<file path="src/rtl/mioc_dram_seq.sv">
// DRAM RAS/MUX/CAS sequencer with bank-map register; optional auto refresh under MIOC_AUTO_REFRESH_EN.
// Latency: RAS_N to CAS_N = T_RAS_MUX + T_MUX_CAS edges; RAS_N high >= T_PRE between accesses.
// Backpressure: WAIT_N low while a request waits out precharge or a refresh.
module mioc_dram_seq #(
    parameter int NUM_BANKS   = 2,
    parameter int T_RAS_MUX   = 1,
    parameter int T_MUX_CAS   = 1,
    parameter int T_PRE       = 2,
    parameter int T_RFSH      = 2,
    parameter int RFSH_PERIOD = 64
) (
    input  logic                 B_PHI,
    input  logic                 RST,
    input  logic                 BMREQ_N,
    input  logic                 BRD_N,
    input  logic                 N_BWR,
    input  logic                 BRFSH_N,
    input  logic                 IORQ_N,
    input  logic                 BA_HI,
    input  logic [1:0]           BA_IO,
    input  logic [3:0]           BD,
    input  logic                 BUSAK_N,
    output logic                 RAS_N,
    output logic                 MUX,
    output logic [NUM_BANKS-1:0] CAS_N,
    output logic                 WAIT_N,
    output logic [3:0]           MAP,
    output logic [6:0]           RFSH_ROW
);
    localparam logic [2:0] S_IDLE = 3'd0;
    localparam logic [2:0] S_RAS  = 3'd1;
    localparam logic [2:0] S_COLW = 3'd2;
    localparam logic [2:0] S_ACT  = 3'd3;
    localparam logic [2:0] S_RFSH = 3'd4;
    localparam logic [2:0] S_PRE  = 3'd5;

    localparam int T_MAX_A = (T_RAS_MUX > T_MUX_CAS) ? T_RAS_MUX : T_MUX_CAS;
    localparam int T_MAX_B = (T_PRE > T_RFSH) ? T_PRE : T_RFSH;
    localparam int T_MAX   = (T_MAX_A > T_MAX_B) ? T_MAX_A : T_MAX_B;
    localparam int CW      = $clog2(T_MAX + 1);

    if (NUM_BANKS < 1 || NUM_BANKS > 4) begin : g_chk_banks
        $error("NUM_BANKS must be 1..4");
    end
    if (T_RAS_MUX < 1 || T_MUX_CAS < 1 || T_PRE < 1 || T_RFSH < 1) begin : g_chk_timing
        $error("timing parameters must be >= 1");
    end
    if (RFSH_PERIOD < 1) begin : g_chk_period
        $error("RFSH_PERIOD must be >= 1");
    end

    logic [2:0]           state_q, state_d;
    logic [CW-1:0]        cnt_q, cnt_d;
    logic                 ras_n_q, ras_n_d;
    logic                 mux_q, mux_d;
    logic [NUM_BANKS-1:0] cas_n_q, cas_n_d;
    logic [3:0]           map_q, map_d;
    logic [1:0]           code_q, code_d;

    logic map_wr, acc_go, z80_go, auto_go;
    logic ras_done, colw_done, rfsh_done, pre_done;
    logic [1:0] sel_code;

    assign map_wr    = !IORQ_N && !N_BWR && (BA_IO == 2'b01);
    assign z80_go    = !BMREQ_N && !BRFSH_N;
    assign acc_go    = !BMREQ_N && BRFSH_N && (!BRD_N || !N_BWR);
    assign sel_code  = BA_HI ? map_q[3:2] : map_q[1:0];
    assign ras_done  = cnt_q >= CW'(T_RAS_MUX - 1);
    assign colw_done = cnt_q >= CW'(T_MUX_CAS - 1);
    assign rfsh_done = cnt_q >= CW'(T_RFSH - 1);
    assign pre_done  = cnt_q >= CW'(T_PRE - 1);

    always_comb begin
        state_d = state_q;
        cnt_d   = (cnt_q == {CW{1'b1}}) ? cnt_q : cnt_q + 1'b1;
        ras_n_d = ras_n_q;
        mux_d   = mux_q;
        cas_n_d = cas_n_q;
        code_d  = code_q;
        map_d   = map_wr ? BD : map_q;
        case (state_q)
            S_IDLE: begin
                if (z80_go || auto_go) begin
                    state_d = S_RFSH;
                    ras_n_d = 1'b0;
                    cnt_d   = '0;
                end else if (acc_go) begin
                    state_d = S_RAS;
                    ras_n_d = 1'b0;
                    cnt_d   = '0;
                    code_d  = sel_code;
                end
            end
            S_RAS, S_COLW, S_ACT: begin
                // Releasing the bus request ends the cycle from any strobe phase.
                if (BMREQ_N) begin
                    state_d = S_PRE;
                    ras_n_d = 1'b1;
                    mux_d   = 1'b0;
                    cas_n_d = '1;
                    cnt_d   = '0;
                end else if (state_q == S_RAS && ras_done) begin
                    state_d = S_COLW;
                    mux_d   = 1'b1;
                    cnt_d   = '0;
                end else if (state_q == S_COLW && colw_done) begin
                    state_d = S_ACT;
                    for (int b = 0; b < NUM_BANKS; b++) cas_n_d[b] = (code_q != 2'(b));
                end
            end
            S_RFSH: begin
                if (rfsh_done) begin
                    state_d = S_PRE;
                    ras_n_d = 1'b1;
                    cnt_d   = '0;
                end
            end
            S_PRE: begin
                if (pre_done) begin
                    cnt_d = '0;
                    if (z80_go) begin
                        state_d = S_RFSH;
                        ras_n_d = 1'b0;
                    end else if (acc_go) begin
                        state_d = S_RAS;
                        ras_n_d = 1'b0;
                        code_d  = sel_code;
                    end else begin
                        state_d = S_IDLE;
                    end
                end
            end
            default: state_d = S_IDLE;
        endcase
    end

    always_ff @(posedge B_PHI) begin
        if (RST) begin
            state_q <= S_IDLE;
            cnt_q   <= '0;
            ras_n_q <= 1'b1;
            mux_q   <= 1'b0;
            cas_n_q <= '1;
            map_q   <= 4'h0;
            code_q  <= 2'b00;
        end else begin
            state_q <= state_d;
            cnt_q   <= cnt_d;
            ras_n_q <= ras_n_d;
            mux_q   <= mux_d;
            cas_n_q <= cas_n_d;
            map_q   <= map_d;
            code_q  <= code_d;
        end
    end

`ifdef MIOC_AUTO_REFRESH_EN
    localparam int PW = $clog2(RFSH_PERIOD + 1);

    logic [PW-1:0] per_q, per_d;
    logic          pend_q, pend_d;
    logic          auto_q, auto_d;
    logic [6:0]    row_q, row_d;
    logic          per_exp, auto_start, z80_start;

    assign per_exp    = per_q >= PW'(RFSH_PERIOD - 1);
    assign auto_go    = pend_q && !BUSAK_N;
    assign auto_start = auto_go && !z80_go && (state_q == S_IDLE);
    assign z80_start  = z80_go && ((state_q == S_IDLE) || (state_q == S_PRE && pre_done));

    always_comb begin
        per_d  = per_exp ? '0 : per_q + 1'b1;
        pend_d = pend_q || per_exp;
        auto_d = auto_q;
        row_d  = row_q;
        if (auto_start) begin
            pend_d = 1'b0;
            auto_d = 1'b1;
        end
        if (z80_start) begin
            pend_d = 1'b0;
            per_d  = '0;
        end
        // Row advances only once its own refresh has finished.
        if (state_q == S_RFSH && rfsh_done) begin
            auto_d = 1'b0;
            if (auto_q) row_d = row_q + 1'b1;
        end
    end

    always_ff @(posedge B_PHI) begin
        if (RST) begin
            per_q  <= '0;
            pend_q <= 1'b0;
            auto_q <= 1'b0;
            row_q  <= 7'd0;
        end else begin
            per_q  <= per_d;
            pend_q <= pend_d;
            auto_q <= auto_d;
            row_q  <= row_d;
        end
    end

    assign RFSH_ROW = row_q;
`else
    logic unused_busak;
    assign unused_busak = BUSAK_N;
    assign auto_go      = 1'b0;
    assign RFSH_ROW     = 7'd0;
`endif

    assign RAS_N  = ras_n_q;
    assign MUX    = mux_q;
    assign CAS_N  = cas_n_q;
    assign MAP    = map_q;
    assign WAIT_N = !(!BMREQ_N && (state_q == S_PRE || state_q == S_RFSH));
endmodule

</file>
<file path="config.mk">
export PLATFORM = sky130hd
export DESIGN_NAME = mioc_dram_seq
export DESIGN_NICKNAME = d
export VERILOG_FILES = /design/src/rtl/mioc_dram_seq.sv
export SDC_FILE = /design/constraint.sdc
export NUM_CORES = 1
export LEC_CHECK = 0
export BUFFER_PORTS_ARGS = -buffer_cell sky130_fd_sc_hd__buf_2
export CELL_PAD_IN_SITES_DETAIL_PLACEMENT = 0
export CELL_PAD_IN_SITES_GLOBAL_PLACEMENT = 1
export CORE_AREA = 2 2 51 53
export DETAILED_ROUTE_END_ITERATION = 6
export DIE_AREA = 0 0 53 55
export HOLD_SLACK_MARGIN = 0.08
export MAX_ROUTING_LAYER = met4
export PLACE_DENSITY_LB_ADDON = 0.1
export SLEW_MARGIN = 20
export SYNTH_ARGS = -nofsm -noshare
export SYNTH_HDL_FRONTEND = slang
export SYNTH_SLANG_ARGS = --single-unit
</file>
<file path="constraint.sdc">
create_clock -name B_PHI -period 2 [get_ports B_PHI]
set_input_delay 0.3 -clock B_PHI [delete_from_list [all_inputs] [get_ports B_PHI]]
set_output_delay 0.3 -clock B_PHI [all_outputs]
set_load 0.02 [all_outputs]
</file>
# After elaboration in Yosys (flattened, before gate mapping)
# Cells that the tools add are included.
[word_totals]
register_bits = 15
latchBits = 0
mem_bits_rw = 0
mem_bits_ro = 0
input_bits = 15
out_inout_bits = 16
word_cells = 86
mem_count = 0
[op_classes]
addsub = 1
n_mul = 0
n_div = 0
n_lt_le_gt_ge = 2
eq_ne = 14
n_shift = 0
muxes = 33
bitwise = 0
n_reduce_logical = 29
[ops]
columns = ["op", "count"]
rows = [
  ["2-bit 2-to-1 mux", 13],
  ["3-bit 2-to-1 mux", 8],
  ["3-bit one-hot mux with 4 select lines", 1],
  ["1-bit logical AND", 8],
  ["1-bit 2-to-1 mux", 8],
  ["2-bit inequality test (second input constant)", 4],
  ["4-bit AND reduction", 2],
  ["2-bit nonzero test", 4],
  ["3-bit by 2-bit equality test with 1-bit output (second input constant)", 2],
  ["3-bit equality test (second input constant)", 2],
  ["1-bit logical NOT", 6],
  ["2-bit one-hot mux with 3 select lines", 1],
  ["2-bit by 1-bit >= comparator with 1-bit output (second input constant)", 2],
  ["4-bit inequality test (second input constant)", 1],
  ["1-bit one-hot mux with 4 select lines", 1],
  ["2-bit one-hot mux with 2 select lines", 1],
  ["2-bit AND reduction", 2],
  ["4-bit nonzero test", 1],
  ["3-bit by 1-bit equality test with 1-bit output (second input constant)", 1],
  ["3-bit logical NOT", 1],
  ["3-bit inequality test (second input constant)", 1],
  ["3-bit AND reduction", 1],
  ["3-bit OR reduction", 1],
  ["2-bit by 1-bit adder with 2-bit output (second input constant)", 1],
  ["5 further kinds", 6],
]

# Logic depth before layout (Yosys ltp)
# Gate-level depths: netlist of the first run.
[logic_depth]
word_depth = 7
mapped_depth = 5

# Least setup slack after synthesis of the first run
# Ideal clock, no wire load.
[synth_timing]
kind = "reg-to-reg"
startpoint = "register state_q[1]"
endpoint = "register ras_n_q, in the netlist RAS_N"
arrival_ns = 1.043
required_ns = 1.878
path_slack_ns = 0.835
stages_incl_launch_ff = 5
n_path_buf = 1
synth_period_minus_slack_ns = 1.165
path_cell_list = "dfxtp_1 > buf_6 > nor3_1 > o211ai_1 > a221o_1"
[synth_between]
elab_chain_len = 4
word_cells_on_any_way = 13
classes_between = "8 x eq/ne; 1 x mux; 4 x reduce/logical"
[synth_lines]
columns = ["element", "line_no", "rtl"]
rows = [
  ["start, declared", "52", "logic [2:0] state_q, state_d;"],
  ["start signal, assigned", "147", "state_q <= state_d;"],
  ["3-bit by 1-bit equality test with 1-bit output / 3-bit by 2-bit equality test with 1-bit output (equally long branches)", "81", "case (state_q)"],
  ["3-bit OR reduction", "81", ""],
  ["4-bit nonzero test (no source line) / 2-bit inequality test (equally long branches)", "-", ""],
  ["4-bit AND reduction (no source line)", "-", ""],
  ["end signal, assigned", "149", "ras_n_q <= ras_n_d;"],
  ["end, declared", "54", "logic ras_n_q, ras_n_d;"],
]
# Parallel ways exist; a longest one is shown, timed or not.
# A chain may end at the register's enable or synchronous reset.

# Final worst setup path of the first run
[layout_timing]
startpoint = "register state_q[1]"
endpoint = "output port WAIT_N"
[layout_between]
elab_chain_len = 4
word_cells_on_any_way = 5
classes_between = "2 x eq/ne; 3 x reduce/logical"
[layout_lines]
columns = ["element", "line_no", "rtl"]
rows = [
  ["3-bit equality test", "217", "assign WAIT_N = !(!BMREQ_N && (state_q == S_PRE || state_q == S_RFSH));"],
  ["1-bit logical OR (*)", "217", ""],
  ["1-bit logical AND (*)", "217", ""],
  ["1-bit logical NOT (*)", "217", ""],
  ["end, declared", "26", "output logic WAIT_N,"],
]
# Every way passes the cells marked *; elsewhere a longest branch is shown, timed or not.

==> metrics.md, run 1 <==
| Metric | Value |
|---|---|
| Startpoint kind of the worst setup timing path | flip-flop |
| Clock-pin transition on the worst setup and hold timing paths | 0.09 ns |
| Yosys warnings | 0 |
| Clock buffers created by TritonCTS | 3 |
| Antenna violation net count after detailed routing | 0 |
| Number of antenna violations at the first check in global routing | 0 |
| Final weighted congestion in routability-driven placement | 0.794 |
| Number of enable flip-flop cells after synthesis | 0 |
| Post-detail-place hpwl | 1.35 mm |
| Initial standard-cell utilization of the core | 35.9% |
| Number of design-rule violations left by the first detailed-router iteration | 8 |
| Fin. Hold Viols | 0 |
| Final net count | 131 |
| Finished Layout Cells | 145 |
| Sinks on Clock Net | 15 |
| Net switching power of the design | 298 uW |
| PwrDens | 859 nW/um2 |
| Area share of the leading cell type in the synthesized netlist | 35.3% |
| Number of setup violations in the final report | 0 |
| Pint | 522 uW |
| Result of the run | finished clean |
| RSZ-0062 raised after global routing | no |
| Fin crit period | 1.54 ns |
| Post-synthesis instance total | 95 |
| Leading post-synthesis cells by cell area | sky130_fd_sc_hd__dfxtp_1 35%, sky130_fd_sc_hd__mux2i_1 11%, sky130_fd_sc_hd__buf_4 7.1%, sky130_fd_sc_hd__nor2_1 7.1%, sky130_fd_sc_hd__o21ai_0 2.9% |
| Buffers inserted by post-CTS timing repair | 0 |
| Drt pass-1 iters | 4 |
| Fill cell total of the finished layout | 273 |
| Die X | 53 um |
| Switching power as a share of total power | 36.3% |
| Post-route setup TNS | 0 ns |
| Design Area, Final | 955 um2 |
| Fraction of final layout cells with drive strength greater than 1 | 26.1% |
| Antenna diodes | 0 |
| Detailed Route WL | 1.77 mm |
| Layout Area Growth over Synthesis | 12.4% |
| Max Cap Viol | 0 |
| Seq/Total Area, Yosys | 35.3% |
| Worst clock skew | 0.00345 ns |
| Part of the total power dissipated in sequential elements | 48.1% |
| Vias after detailed routing | 742 |
| Number of global-route vias before repair | 652 |
| Final core occ | 40.4% |
| Placed instance count | 141 |
| Number of port buffers | 22 |
| WS Path Type | reg -> out |
| Average size of a mapped cell | 8.94 um2 |
| Crit path max fanout | 12 |
| Post-detailed-route via-to-cell ratio | 5.12 |
| Pin count of the biggest net entering global routing | 17 |
| Residual DRC | 0 |
| Area of the die | 2920 um2 |
| Share of power burned in combinational logic | 30.3% |
| Unique cell type count in the Yosys netlist | 35 |
| Later-pin clock latency in the skew report | 0.28 ns |
| Routed wirelength normalized by instance count | 12.2 um |
| Crit path arrival time | 1.24 ns |
| Number of buffers on the longest clock path | 2 |
| Global-route wire length before repair | 2.93 mm |
| Worst-case hold slack | 0.245 ns |
| Total of flip-flops plus latches after synthesis | 15 |
| Cell row count | 18 |
| Core ar. | 2360 um2 |
| Area leader, netlist | sky130_fd_sc_hd__dfxtp_1 |
| CTS tree | yes |
| Class of the tightest hold or removal check | in -> reg |
| Cells resized by post-CTS repair | 0 |
| Die Height | 55 um |
| Count of H-tree levels built during CTS | 1 |
| Fraction of synthesis flops using an asynchronous set or reset pin | 0% |
| Area post-placement | 928 um2 |
| Clock root buffer | sky130_fd_sc_hd__clkbuf_4 |
| Total global-route track usage | 14.3% |
| Maximum clock frequency | 651 MHz |
| Share of the cycle needed by the critical path after routing | 76.8% |
| Worst VDD drop | 0.379 mV |
| Static leakage power | 0.000427 uW |
| Synthesized cell area | 850 um2 |
| Overflow left after global routing | 0 |
| Boundary pin count | 31 |
| Proportion of power drawn by the clock network | 21.5% |
| Required time of the worst setup path | 1.70 ns |
| Critical Path End Type | output port |
| Fin. max-slew vios | 0 |
| Dominant register cell in the synthesized netlist | sky130_fd_sc_hd__dfxtp_1 |
| Count of hold-fix buffers inserted at cts | 0 |
==> final timing paths <==
kind              startpoint      to  slack, ns  cells past startpoint
hold reg to reg        RAS_N   RAS_N       0.49                      1
hold / removal         BD[3]  MAP[3]       0.24                      3
setup reg to reg  state_q[1]   RAS_N       0.51                      3
setup / recovery  state_q[1]  WAIT_N       0.46                      3
==> layout make-up <==
| type | count | area (um2) | area share, % |
|---|---|---|---|
| multi-input cells | 71 | 469 | 49.1 |
| repair buffers | 22 | 110 | 11.5 |
| clock buffers | 4 | 26.3 | 2.75 |
| inverters | 3 | 11.3 | 1.18 |
| well taps | 30 | 37.5 | 3.93 |
| flip-flops and latches | 15 | 300 | 31.5 |
==> cell usage in the layout (no fill, tap or decap), types with 2 or more instances in the layout <==
cell type	n
sky130_fd_sc_hd__nor3_1	4
sky130_fd_sc_hd__mux2i_1	9
sky130_fd_sc_hd__nor2_1	16
sky130_fd_sc_hd__inv_1	3
sky130_fd_sc_hd__a31oi_1	3
sky130_fd_sc_hd__buf_2	22
sky130_fd_sc_hd__clkbuf_4	3
sky130_fd_sc_hd__o21bai_1	2
sky130_fd_sc_hd__conb_1	7
sky130_fd_sc_hd__mux2_2	2
sky130_fd_sc_hd__dfxtp_1	15
sky130_fd_sc_hd__o21ai_0	5
sky130_fd_sc_hd__nand2_1	3
==> registers in the layout, summed over array words and instances, names as in the netlist <==
signal / count
cnt_q: 2
state_q: 3
MUX: 1
CAS_N: 2
code_q: 2
MAP: 4
RAS_N: 1
==> stage by stage <==
stage	setup slack [ns]	power [uW]
after floorplan	0.835	610
final	0.463	820
after global routing	0.345	877
after global placement	0.525	648
after detailed placement	0.532	650
after CTS	0.447	827
==> layer usage <==
metal	track usage, %	wire length [um]
met5	-	0
met4	7.69	13
met3	2.96	117
met2	23.1	849
met1	16.7	788
==> Yosys cell counts (2+ instances only) <==
master	n
sky130_fd_sc_hd__buf_6	2
sky130_fd_sc_hd__mux2_2	2
sky130_fd_sc_hd__a31oi_1	3
sky130_fd_sc_hd__nor3_1	4
sky130_fd_sc_hd__buf_4	8
sky130_fd_sc_hd__mux2i_1	9
sky130_fd_sc_hd__dfxtp_1	15
sky130_fd_sc_hd__o21ai_0	5
sky130_fd_sc_hd__nor2_1	16
sky130_fd_sc_hd__inv_1	3
sky130_fd_sc_hd__o21bai_1	2
sky130_fd_sc_hd__nand2_1	3
==> critical path: stages, from the launching register on <==
cell,delay (ns)
sky130_fd_sc_hd__dfxtp_1,0.58
sky130_fd_sc_hd__nor2_2,0.12
sky130_fd_sc_hd__nand2_1,0.08
sky130_fd_sc_hd__buf_2,0.17
==> kinds of logic after synthesis <==
family / count (synthesis) / share of synthesized area [%]
AND/OR/NAND/NOR: 32 / 20.0
AO/OA/AOI/OAI: 21 / 18.9
flip-flops: 15 / 35.3
buffers and inverters: 15 / 12.1
multiplexers: 11 / 13.3
other: 1 / 0.441
==> power groups by stage <==
stage                     sequential (uW)  clock, uW  combinational [uW]
final                                 395        177                 249
after global routing                  406        192                 279
after CTS                             395        183                 249
after detailed placement              401          0                 249
after global placement                403          0                 244
after floorplan                       386          0                 223
(Power assumes the default switching activity.)
==> run 2, diff against run 1 <==
--- a/config.mk
+++ b/config.mk
@@ -8,9 +8,9 @@
 export BUFFER_PORTS_ARGS = -buffer_cell sky130_fd_sc_hd__buf_2
 export CELL_PAD_IN_SITES_DETAIL_PLACEMENT = 0
 export CELL_PAD_IN_SITES_GLOBAL_PLACEMENT = 1
-export CORE_AREA = 2 2 51 53
+export CORE_AREA = 2 2 53 55
 export DETAILED_ROUTE_END_ITERATION = 6
-export DIE_AREA = 0 0 53 55
+export DIE_AREA = 0 0 55 57
 export HOLD_SLACK_MARGIN = 0.08
 export MAX_ROUTING_LAYER = met4
 export PLACE_DENSITY_LB_ADDON = 0.1
==> constraint.sdc (replaced) <==
create_clock -name B_PHI -period 1.5 [get_ports B_PHI]
set_input_delay 0.225 -clock B_PHI [delete_from_list [all_inputs] [get_ports B_PHI]]
set_output_delay 0.225 -clock B_PHI [all_outputs]
set_load 0.02 [all_outputs]
==> run 2 against run 1 <==
Net effect: worst hold slack got worse by 0.075 ns; setup slack got worse by 0.36 ns; sequential share of layout area decreased by 1.2 points; cell count increased by 4.1%; routed wire length increased by 8.8%; via count increased by 0.67%; global-route usage increased by 0.44 points; cell area increased by 4.1%.
==> metrics.md, run 2 (synthesis results as in run 1) <==
| Metric | Value |
|---|---|
| Result of the run | finished clean |
| Layout Area Growth over Synthesis | 16.9% |
| Largest stage delay on the critical path | 0.53 ns (-0.05 ns) |
| Terminating pin of the worst hold path | MAP[1] |
| Crit path max fanout | 8 (-4) |
| Static leakage power | 0.000453 uW (+6.0%) |
| Vias after detailed routing | 747 (+0.67%) |
| Pin count of the biggest net entering global routing | 16 (-1) |
| Fraction of final layout cells with drive strength greater than 1 | 29.2% (+3.1 points) |
| WHS Path Cells | 3 (unchanged) |
| Buffers inserted by post-CTS timing repair | 0 (unchanged) |
| Post-detailed-route via-to-cell ratio | 4.95 (-3.3%) |
| Required time of the worst setup path | 1.27 ns (-0.43 ns) |
| Number of port buffers | 22 (unchanged) |
| Later-pin clock latency in the skew report | 0.28 ns (about the same) |
| Worst path cell trace | nor2_2 -> nand2_1 -> buf_2 |
| Worst-case hold slack | 0.170 ns (-0.0749 ns) |
| Critical Path End Type | output port |
| HP Start | BD[1] |
| Final net count | 136 (+3.8%) |
| Share of the cycle needed by the critical path after routing | 93.1% |
| Core ar. | 2620 um2 (+11%) |
| R2R depth | 4 (+1) |
| Total global-route track usage | 14.7% (+0.44 points) |
| WS Path Type | reg -> out |
| Cells resized by post-CTS repair | 0 (unchanged) |
| Number of antenna violations at the first check in global routing | 0 (unchanged) |
| Clock buffers created by TritonCTS | 3 (unchanged) |
| CTS tree | yes |
| Fin. Hold Viols | 0 (unchanged) |
| Drt pass-1 iters | 4 (unchanged) |
| Antenna violation net count after detailed routing | 0 (unchanged) |
| Leading cell types in the layout, fill and taps excluded | 22 x sky130_fd_sc_hd__buf_2, 16 x sky130_fd_sc_hd__nor2_1, 15 x sky130_fd_sc_hd__dfxtp_1 |
| Boundary pin count | 31 (unchanged) |
| RSZ-0062 raised after global routing | no |
| Post-detail-place hpwl | 1.42 mm (+5.2%) |
| Clock-pin transition on the worst setup and hold timing paths | 0.09 ns (about the same) |
| Crit path arrival time | 1.17 ns (-0.07 ns) |
| Fin crit period | 1.40 ns |
| PwrDens | 1140 nW/um2 (+33%) |
| Number of global-route vias before repair | 758 (+16%) |
| Slowest cell on the critical path | sky130_fd_sc_hd__dfxtp_1 |
| Detailed Route WL | 1.93 mm (+8.8%) |
| Class of the tightest hold or removal check | in -> reg |
| Leading cell type in the layout, fill and taps excluded | sky130_fd_sc_hd__buf_2 |
| Fin. max-slew vios | 0 (unchanged) |
| Routed wirelength normalized by instance count | 12.7 um (+4.5%) |
| Flop-to-flop setup slack | 0.11 ns (-0.40 ns) |
| Number of buffer and inverter stages on the critical path | 1 (unchanged) |
| Number of flip-flops in the largest register | 4 (unchanged) |
| CP delay by family, top | flip-flops |
| Die Height | 57 um (+3.6%) |
| Worst clock skew | 0.00535 ns (+0.00189 ns) |
| Max Cap Viol | 0 (unchanged) |
| Finished Layout Cells | 151 (+4.1%) |
| Area of the die | 3140 um2 (+7.5%) |
| Initial standard-cell utilization of the core | 32.5% (-3.4 points) |
| Count of hold-fix buffers inserted at cts | 0 (unchanged) |
| Count of H-tree levels built during CTS | 1 (unchanged) |
| Die X | 55 um (+3.8%) |
| Total power of the final layout | 1130 uW (+38%) |
| Clock root buffer | sky130_fd_sc_hd__clkbuf_4 |
| Number of setup violations in the final report | 0 (unchanged) |
| Final weighted congestion in routability-driven placement | 0.747 (-6.0%) |
| Sinks on Clock Net | 15 (unchanged) |
| Startpoint of the most critical register-to-register path | state_q[0] |
| Residual DRC | 0 (unchanged) |
| Post-route setup TNS | 0 ns (unchanged) |
| End of the worst register-to-register path | RAS_N |
| Global-route wire length before repair | 3.32 mm (+13%) |
| Placed instance count | 147 (+4.3%) |
| Worst VDD drop | 0.490 mV (+30%) |
| Cell row count | 19 (+1) |
| Number of buffers on the longest clock path | 2 (unchanged) |
| Maximum clock frequency | 716 MHz |
| Antenna diodes | 0 (unchanged) |
| Number of design-rule violations left by the first detailed-router iteration | 8 (unchanged) |
| Startpoint kind of the worst setup timing path | flip-flop |
| Overflow left after global routing | 0 (unchanged) |
## run 2: cell types whose count changed in the layout (fill, tap and decap cells not counted), sizes merged
cell  before  now
buf       22   27
## run 2: layout make-up
cell class | instances | area (um2)
clock buffer | 4 | 26.3
fill | 307 | 1620
inverter | 3 | 11.3
multi-input combinational | 71 | 469
sequential | 15 | 300
tap | 31 | 38.8
timing repair buffer | 27 | 148
## run 2: tightest hold or removal path, stage by stage
cell and delay (ns):
sky130_fd_sc_hd__buf_2 0.07, sky130_fd_sc_hd__mux2i_1 0.05, sky130_fd_sc_hd__nor2_1 0.07
## run 2: how the worst max path moves through the flow
stage / start / endpoint / slack, ns / depth (start not counted)
after floorplan: state_q[1] / RAS_N / 0.34 / 4
after global placement: state_q[2] / state_q[0] / 0.09 / 3
after detailed placement: state_q[2] / state_q[0] / 0.12 / 3
after CTS: state_q[1] / WAIT_N / 0.08 / 3
after global routing: state_q[0] / code_q[0] / 0.02 / 4
final: state_q[1] / WAIT_N / 0.10 / 3
## run 2: power breakdown
part	internal [uW]	switching [uW]	total (uW)
sequential	446	74.6	521
combinational	176	203	379
clock	103	131	234
total	725	409	1130
## run 2: per-layer routing
layer	vias to the layer above	GRT usage [%]	wire length (um)
met2	21	22.4	892
met5	-	-	0
met3	4	2.36	101
li1	379	-	-
met1	343	19.0	903
met4	0	6.27	28
## run 2: metrics by stage
stage | utilization, % | cell area [um2] | setup WS [ns]
floorplan | - | 872 | 0.335
global placement | 37.0 | 967 | 0.0913
detailed placement | 37.0 | 967 | 0.124
CTS | 38.0 | 993 | 0.0840
global route | 38.0 | 993 | 0.0200
finish | 38.0 | 993 | 0.104
